===== config.mk =====
export PLATFORM = sky130hd
export DESIGN_NAME = alu_cmd_assembler
export DESIGN_NICKNAME = d
export VERILOG_FILES = /design/src/rtl/alu_cmd_assembler.sv
export SDC_FILE = /design/constraint.sdc
export NUM_CORES = 1
export LEC_CHECK = 0
export BUFFER_PORTS_ARGS = -buffer_cell sky130_fd_sc_hd__buf_2
export CORE_MARGIN = 2
export CORE_UTILIZATION = 55
export CTS_BUF_LIST = sky130_fd_sc_hd__clkbuf_4
export CTS_CLUSTER_SIZE = 16
export DETAILED_ROUTE_END_ITERATION = 16
export HOLD_SLACK_MARGIN = 0.1
export PLACE_DENSITY = 0.76
export SYNTH_ARGS = -nofsm -noshare
export SYNTH_HDL_FRONTEND = slang
export SYNTH_SLANG_ARGS = --single-unit

===== constraint.sdc =====
create_clock -name clk -period 2.85 [get_ports clk]
set_input_delay 0.4275 -clock clk [delete_from_list [all_inputs] [get_ports clk]]
set_output_delay 0.4275 -clock clk [all_outputs]
set_load 0.02 [all_outputs]

===== src/rtl/alu_cmd_assembler.sv =====
// ---------------------------------------------------------------------------
// alu_cmd_assembler
//
// Upstream stage of the ALU. Parses the UART byte stream for frames of the
// form HEADER, OPCODE, A, B, CHK (CHK = OPCODE ^ A ^ B). It then presents the
// committed operands and operation select to the ALU through a valid/ready
// handshake.
//
// Ports:
//   clk          system clock, rising edge
//   rst          asynchronous, active-high reset
//   rx_data      received byte from the UART receiver
//   rx_valid     one-cycle strobe, rx_data valid this cycle
//   cmd_ready    ALU accepts the pending command
//   A, B         committed operands
//   ALUSel       committed operation select
//   cmd_valid    command pending on A/B/ALUSel
//   busy         parser is not idle
//   err_op       one-cycle pulse: opcode byte has bits [7:3] set
//   err_chk      one-cycle pulse: checksum mismatch
//   err_timeout  one-cycle pulse: inter-byte gap too long inside a frame
//   err_overrun  one-cycle pulse: byte arrived while a command was pending
// ---------------------------------------------------------------------------
module alu_cmd_assembler #(
  parameter logic [7:0]  HEADER         = 8'hA5,
  parameter int unsigned TIMEOUT_CYCLES = 50000  // must be >= 2
) (
  input  logic       clk,
  input  logic       rst,
  input  logic [7:0] rx_data,
  input  logic       rx_valid,
  input  logic       cmd_ready,
  output logic [7:0] A,
  output logic [7:0] B,
  output logic [2:0] ALUSel,
  output logic       cmd_valid,
  output logic       busy,
  output logic       err_op,
  output logic       err_chk,
  output logic       err_timeout,
  output logic       err_overrun
);

  localparam int unsigned   CW      = $clog2(TIMEOUT_CYCLES);
  localparam logic [CW-1:0] TC_LAST = CW'(TIMEOUT_CYCLES - 1);

  typedef enum logic [2:0] {
    S_IDLE,
    S_GET_OP,
    S_GET_A,
    S_GET_B,
    S_GET_CHK,
    S_PEND
  } state_t;

  state_t        r_state;
  logic [CW-1:0] r_cnt;
  logic [2:0]    r_op_sh;
  logic [7:0]    r_a_sh;
  logic [7:0]    r_b_sh;
  logic [7:0]    r_a;
  logic [7:0]    r_b;
  logic [2:0]    r_alusel;
  logic          r_cmd_valid;
  logic          r_busy;
  logic          r_err_op;
  logic          r_err_chk;
  logic          r_err_timeout;
  logic          r_err_overrun;

  logic          w_chk_ok;
  logic          w_tc;

  assign w_chk_ok = (rx_data == ({5'b0, r_op_sh} ^ r_a_sh ^ r_b_sh));
  assign w_tc     = (r_cnt == TC_LAST);

  // NOTE: every register here is state, so it is written with non-blocking
  // assignments only; this keeps the order of updates within the block
  // irrelevant and matches what the flops do at the edge.
  always_ff @(posedge clk or posedge rst) begin
    if (rst) begin
      r_state       <= S_IDLE;
      r_cnt         <= '0;
      r_op_sh       <= '0;
      r_a_sh        <= '0;
      r_b_sh        <= '0;
      r_a           <= '0;
      r_b           <= '0;
      r_alusel      <= '0;
      r_cmd_valid   <= 1'b0;
      r_busy        <= 1'b0;
      r_err_op      <= 1'b0;
      r_err_chk     <= 1'b0;
      r_err_timeout <= 1'b0;
      r_err_overrun <= 1'b0;
    end else begin
      // Error flags are one-cycle pulses unless re-raised below.
      r_err_op      <= 1'b0;
      r_err_chk     <= 1'b0;
      r_err_timeout <= 1'b0;
      r_err_overrun <= 1'b0;

      case (r_state)
        S_IDLE: begin
          // Non-header bytes between frames are dropped without comment.
          if (rx_valid && rx_data == HEADER) begin
            r_state <= S_GET_OP;
            r_busy  <= 1'b1;
            r_cnt   <= '0;
          end
        end

        S_GET_OP, S_GET_A, S_GET_B, S_GET_CHK: begin
          if (rx_valid) begin
            // A byte on the terminal-count cycle still wins over the timeout.
            r_cnt <= '0;
            case (r_state)
              S_GET_OP: begin
                if (|rx_data[7:3]) begin
                  r_err_op <= 1'b1;
                  r_state  <= S_IDLE;
                  r_busy   <= 1'b0;
                end else begin
                  r_op_sh <= rx_data[2:0];
                  r_state <= S_GET_A;
                end
              end
              S_GET_A: begin
                r_a_sh  <= rx_data;
                r_state <= S_GET_B;
              end
              S_GET_B: begin
                r_b_sh  <= rx_data;
                r_state <= S_GET_CHK;
              end
              default: begin  // S_GET_CHK
                if (w_chk_ok) begin
                  r_a         <= r_a_sh;
                  r_b         <= r_b_sh;
                  r_alusel    <= r_op_sh;
                  r_cmd_valid <= 1'b1;
                  r_state     <= S_PEND;
                end else begin
                  r_err_chk <= 1'b1;
                  r_state   <= S_IDLE;
                  r_busy    <= 1'b0;
                end
              end
            endcase
          end else if (w_tc) begin
            // Abandon the partial frame; the shadows are cleared so nothing
            // from it can leak into a later commit.
            r_err_timeout <= 1'b1;
            r_state       <= S_IDLE;
            r_busy        <= 1'b0;
            r_cnt         <= '0;
            r_op_sh       <= '0;
            r_a_sh        <= '0;
            r_b_sh        <= '0;
          end else begin
            r_cnt <= r_cnt + CW'(1);
          end
        end

        S_PEND: begin
          // Bytes cannot be buffered while a command is outstanding.
          if (rx_valid) begin
            r_err_overrun <= 1'b1;
          end
          if (cmd_ready) begin
            r_cmd_valid <= 1'b0;
            r_state     <= S_IDLE;
            r_busy      <= 1'b0;
          end
        end

        default: begin
          r_state <= S_IDLE;
          r_busy  <= 1'b0;
        end
      endcase
    end
  end

  assign A           = r_a;
  assign B           = r_b;
  assign ALUSel      = r_alusel;
  assign cmd_valid   = r_cmd_valid;
  assign busy        = r_busy;
  assign err_op      = r_err_op;
  assign err_chk     = r_err_chk;
  assign err_timeout = r_err_timeout;
  assign err_overrun = r_err_overrun;

endmodule

==> impl_metrics.tcl <==
set metrics [dict create \
    worstPathArrival_ps 2460 \
    netlist_instances 283 \
    critical-path-top-delay-family "simple AND/OR/NAND/NOR gates" \
    grt_pass1_wl_mm 11.1 \
    drc 0 \
    syn-num-nets 296 \
    antenna_found_initial 0 \
    synthArstFlopShare_pct 100 \
    gp_congestion 0.835 \
    critPathSlowestCell "dfrtp_1" \
    clock_latency_ps 410 \
    hold_viol_final 0 \
    grt.overflow.total 0 \
    synth_cell_type_count 53 \
    numCtsBuffers 9 \
    vias 2280 \
    crit_buf_inv 1 \
    track_usage_pct 22.5 \
    tightest_slew_ps 615 \
    start_util_pct 57.9 \
    n_fill_cell 491 \
    synth_edf_count 0 \
    clock-sinks 63 \
    grt_pass1_vias 2309 \
    die_h_um 80.8 \
    fin_skew_ps 7.80 \
    synth_area_leaders "dfrtp_1 49%, xnor2_1 7.6%, mux2_4 7.4%, mux2i_1 3.7%, a22o_1 2.7%" \
    routed_wl_mm 6.57 \
    finish.instance_area_sq_mm 0.00361 \
    cts_htree_levels 3 \
    first_pass_iters 4 \
    critPathMaxStageDelay_ps 420 \
    synthToLayoutAreaGrowth_pct 11.4 \
    ir_drop_v 0.000271 \
    drt-initial-drc-count 100 \
    cpMostUsedCell "xnor2_1" \
    rows 27 \
    yosysMostFrequentCell "dfrtp_1" \
    cts-hold-fix-buffers 1 \
    fin_nets 339 \
    io_pins 37 \
    core_sq_mm 0.00561 \
    fin_setup_tns_ps 0 \
    max_freq_ghz 0.462 \
    avgSynthCellArea_sq_um 11.5 \
    hold_class "in2reg" \
    cts_tree "yes" \
    ys_top_cells_by_count "63 x dfrtp_1, 28 x xnor2_1, 21 x nand2_1, 21 x nor2_1, 16 x mux2_4" \
    grt_max_degree 36 \
    synth-seq-cells 63 \
    p_leak_uw 0.00179 \
    synth_seq_area_share_pct 48.6 \
    die_area_sq_mm 0.00653 \
    dpl.hpwl_mm 4.72 \
    cts_buffer_depth 2 \
    critical_path_class "reg2reg" \
    synth_warnings 0 \
    synth_area_sq_mm 0.00324 \
    synth_top_cell_by_area "dfrtp_1" \
    worstSetupStartpointType "flip-flop" \
    cts-root-buf "clkbuf_4" \
    die_w_um 80.8 \
    endpoint_kind "flip-flop" \
    min_period_over_period_pct 75.9 \
    ant_nets 0 \
    cts_setup_buffers 0 \
    synth_top_area_share_pct 48.6 \
    crit_chain "xnor2_1 -> xnor2_1 -> nor4_2 -> nand4_2 -> buf_4 -> mux2_4" \
    critical_path.max_fanout 19 \
    portBuffers 36 \
    setup_viol 0 \
    power_density_mw_per_mm2 662 \
    cts.clk_slew.worst_paths_ps 100 \
    routedWlPerCell_um 16.3 \
    drive_gt1_share_pct 30.3 \
    cap_violations 0 \
    cp.required_ps 3150 \
    drv_slew 0 \
    status "finished clean" \
    relSlewSlack_pct 59.0 \
    num_antenna_cells 0 \
    place_area_sq_mm 0.00350 \
    viasPerCell 5.67 \
    rsz0062_at_grt "false" \
    post-route-min-period_ps 2160 \
    synth_ff_type "dfrtp_1" \
    cts_resized 0 \
]
==> routing by layer <==
metal	global-route usage [%]	vias up	routed length (um)
met4	10.8	0	164
met1	28.9	1123	2980
met2	36.9	53	3200
met3	4.22	16	221
met5	0	-	0
li1	-	1088	-
==> cell usage in the layout (no fill, tap or decap), drive strengths merged, types with 4 or more instances in the layout <==
cell    count
a21oi       8
a22o       10
buf        42
clkbuf     10
clkinv      4
dfrtp      63
inv        14
mux2       20
mux2i      12
nand2      21
nand3       4
nand4       6
nor2       23
nor3       13
nor4b       5
o21ai       4
o31ai       4
xnor2      28
xor2        4
==> final timing paths <==
path,start,end,slack (ps),depth (start not counted)
max,r_a_sh[7],B[2],690,6
min,rx_data[0],r_b_sh[0],290,2
max reg2reg,r_a_sh[7],B[2],690,6
min reg2reg,B[4],B[4],510,1
max in group asynchronous,rst,r_b_sh[2],1630,4
min in group asynchronous,rst,A[6],620,3
==> worst reg2reg max path, stage by stage, from the launching register on <==
cell and delay (ps):
dfrtp_1 420, xnor2_1 240, xnor2_1 110, nor4_2 380, nand4_2 240, buf_4 310
mux2_4 340
==> cell type report <==
class / count / area [sq um] / share of cell area (%)
clock inverters: 5 / 26.3 / 0.727
multi-input cells: 195 / 1550 / 42.8
repair buffers: 43 / 248 / 6.85
well taps: 72 / 90.1 / 2.49
inverters: 14 / 52.6 / 1.45
flip-flops and latches: 63 / 1580 / 43.6
clock buffers: 10 / 75.1 / 2.08
==> report_power, final <==
part / leakage (uW) / internal [uW] / total (uW) / switching (uW)
logic: 0.000885 / 317 / 698 / 381
clock network: 0.0000595 / 177 / 492 / 315
registers: 0.000850 / 1030 / 1200 / 172
total: 0.00179 / 1530 / 2390 / 867
==> metrics by stage <==
stage	total power [uW]	cells	hold WS, ps	utilization [%]	setup WS [ps]
final	2390	402	291	64.5	686
after CTS	2410	402	283	64.5	677
after floorplan	1770	283	457	-	853
after global placement	1870	386	481	62.5	576
after global routing	2540	402	287	64.5	506
after detailed placement	1910	386	493	62.5	521
==> registers in the layout (all words and copies together), names as in the netlist <==
signal       cells
cmd_valid        1
A                8
err_op           1
B                8
err_overrun      1
err_timeout      1
ALUSel           3
r_cnt           16
busy             1
r_b_sh           8
err_chk          1
r_a_sh           8
r_op_sh          3
r_state          3
==> cells by family (layout without fill, tap and decap cells) <==
family / Yosys count / in the layout / synth area share [%]
AND/OR/NAND/NOR: 95 / 95 / 18.2
flip-flops: 63 / 63 / 48.6
AO/OA/AOI/OAI: 35 / 35 / 7.98
XOR/XNOR: 32 / 32 / 8.64
multiplexers: 32 / 32 / 12.5
buffers and inverters: 25 / 72 / 3.74
adder cells (fa/ha/maj): 1 / 1 / 0.386
No activity file was read; power rests on OpenSTA's default activity.
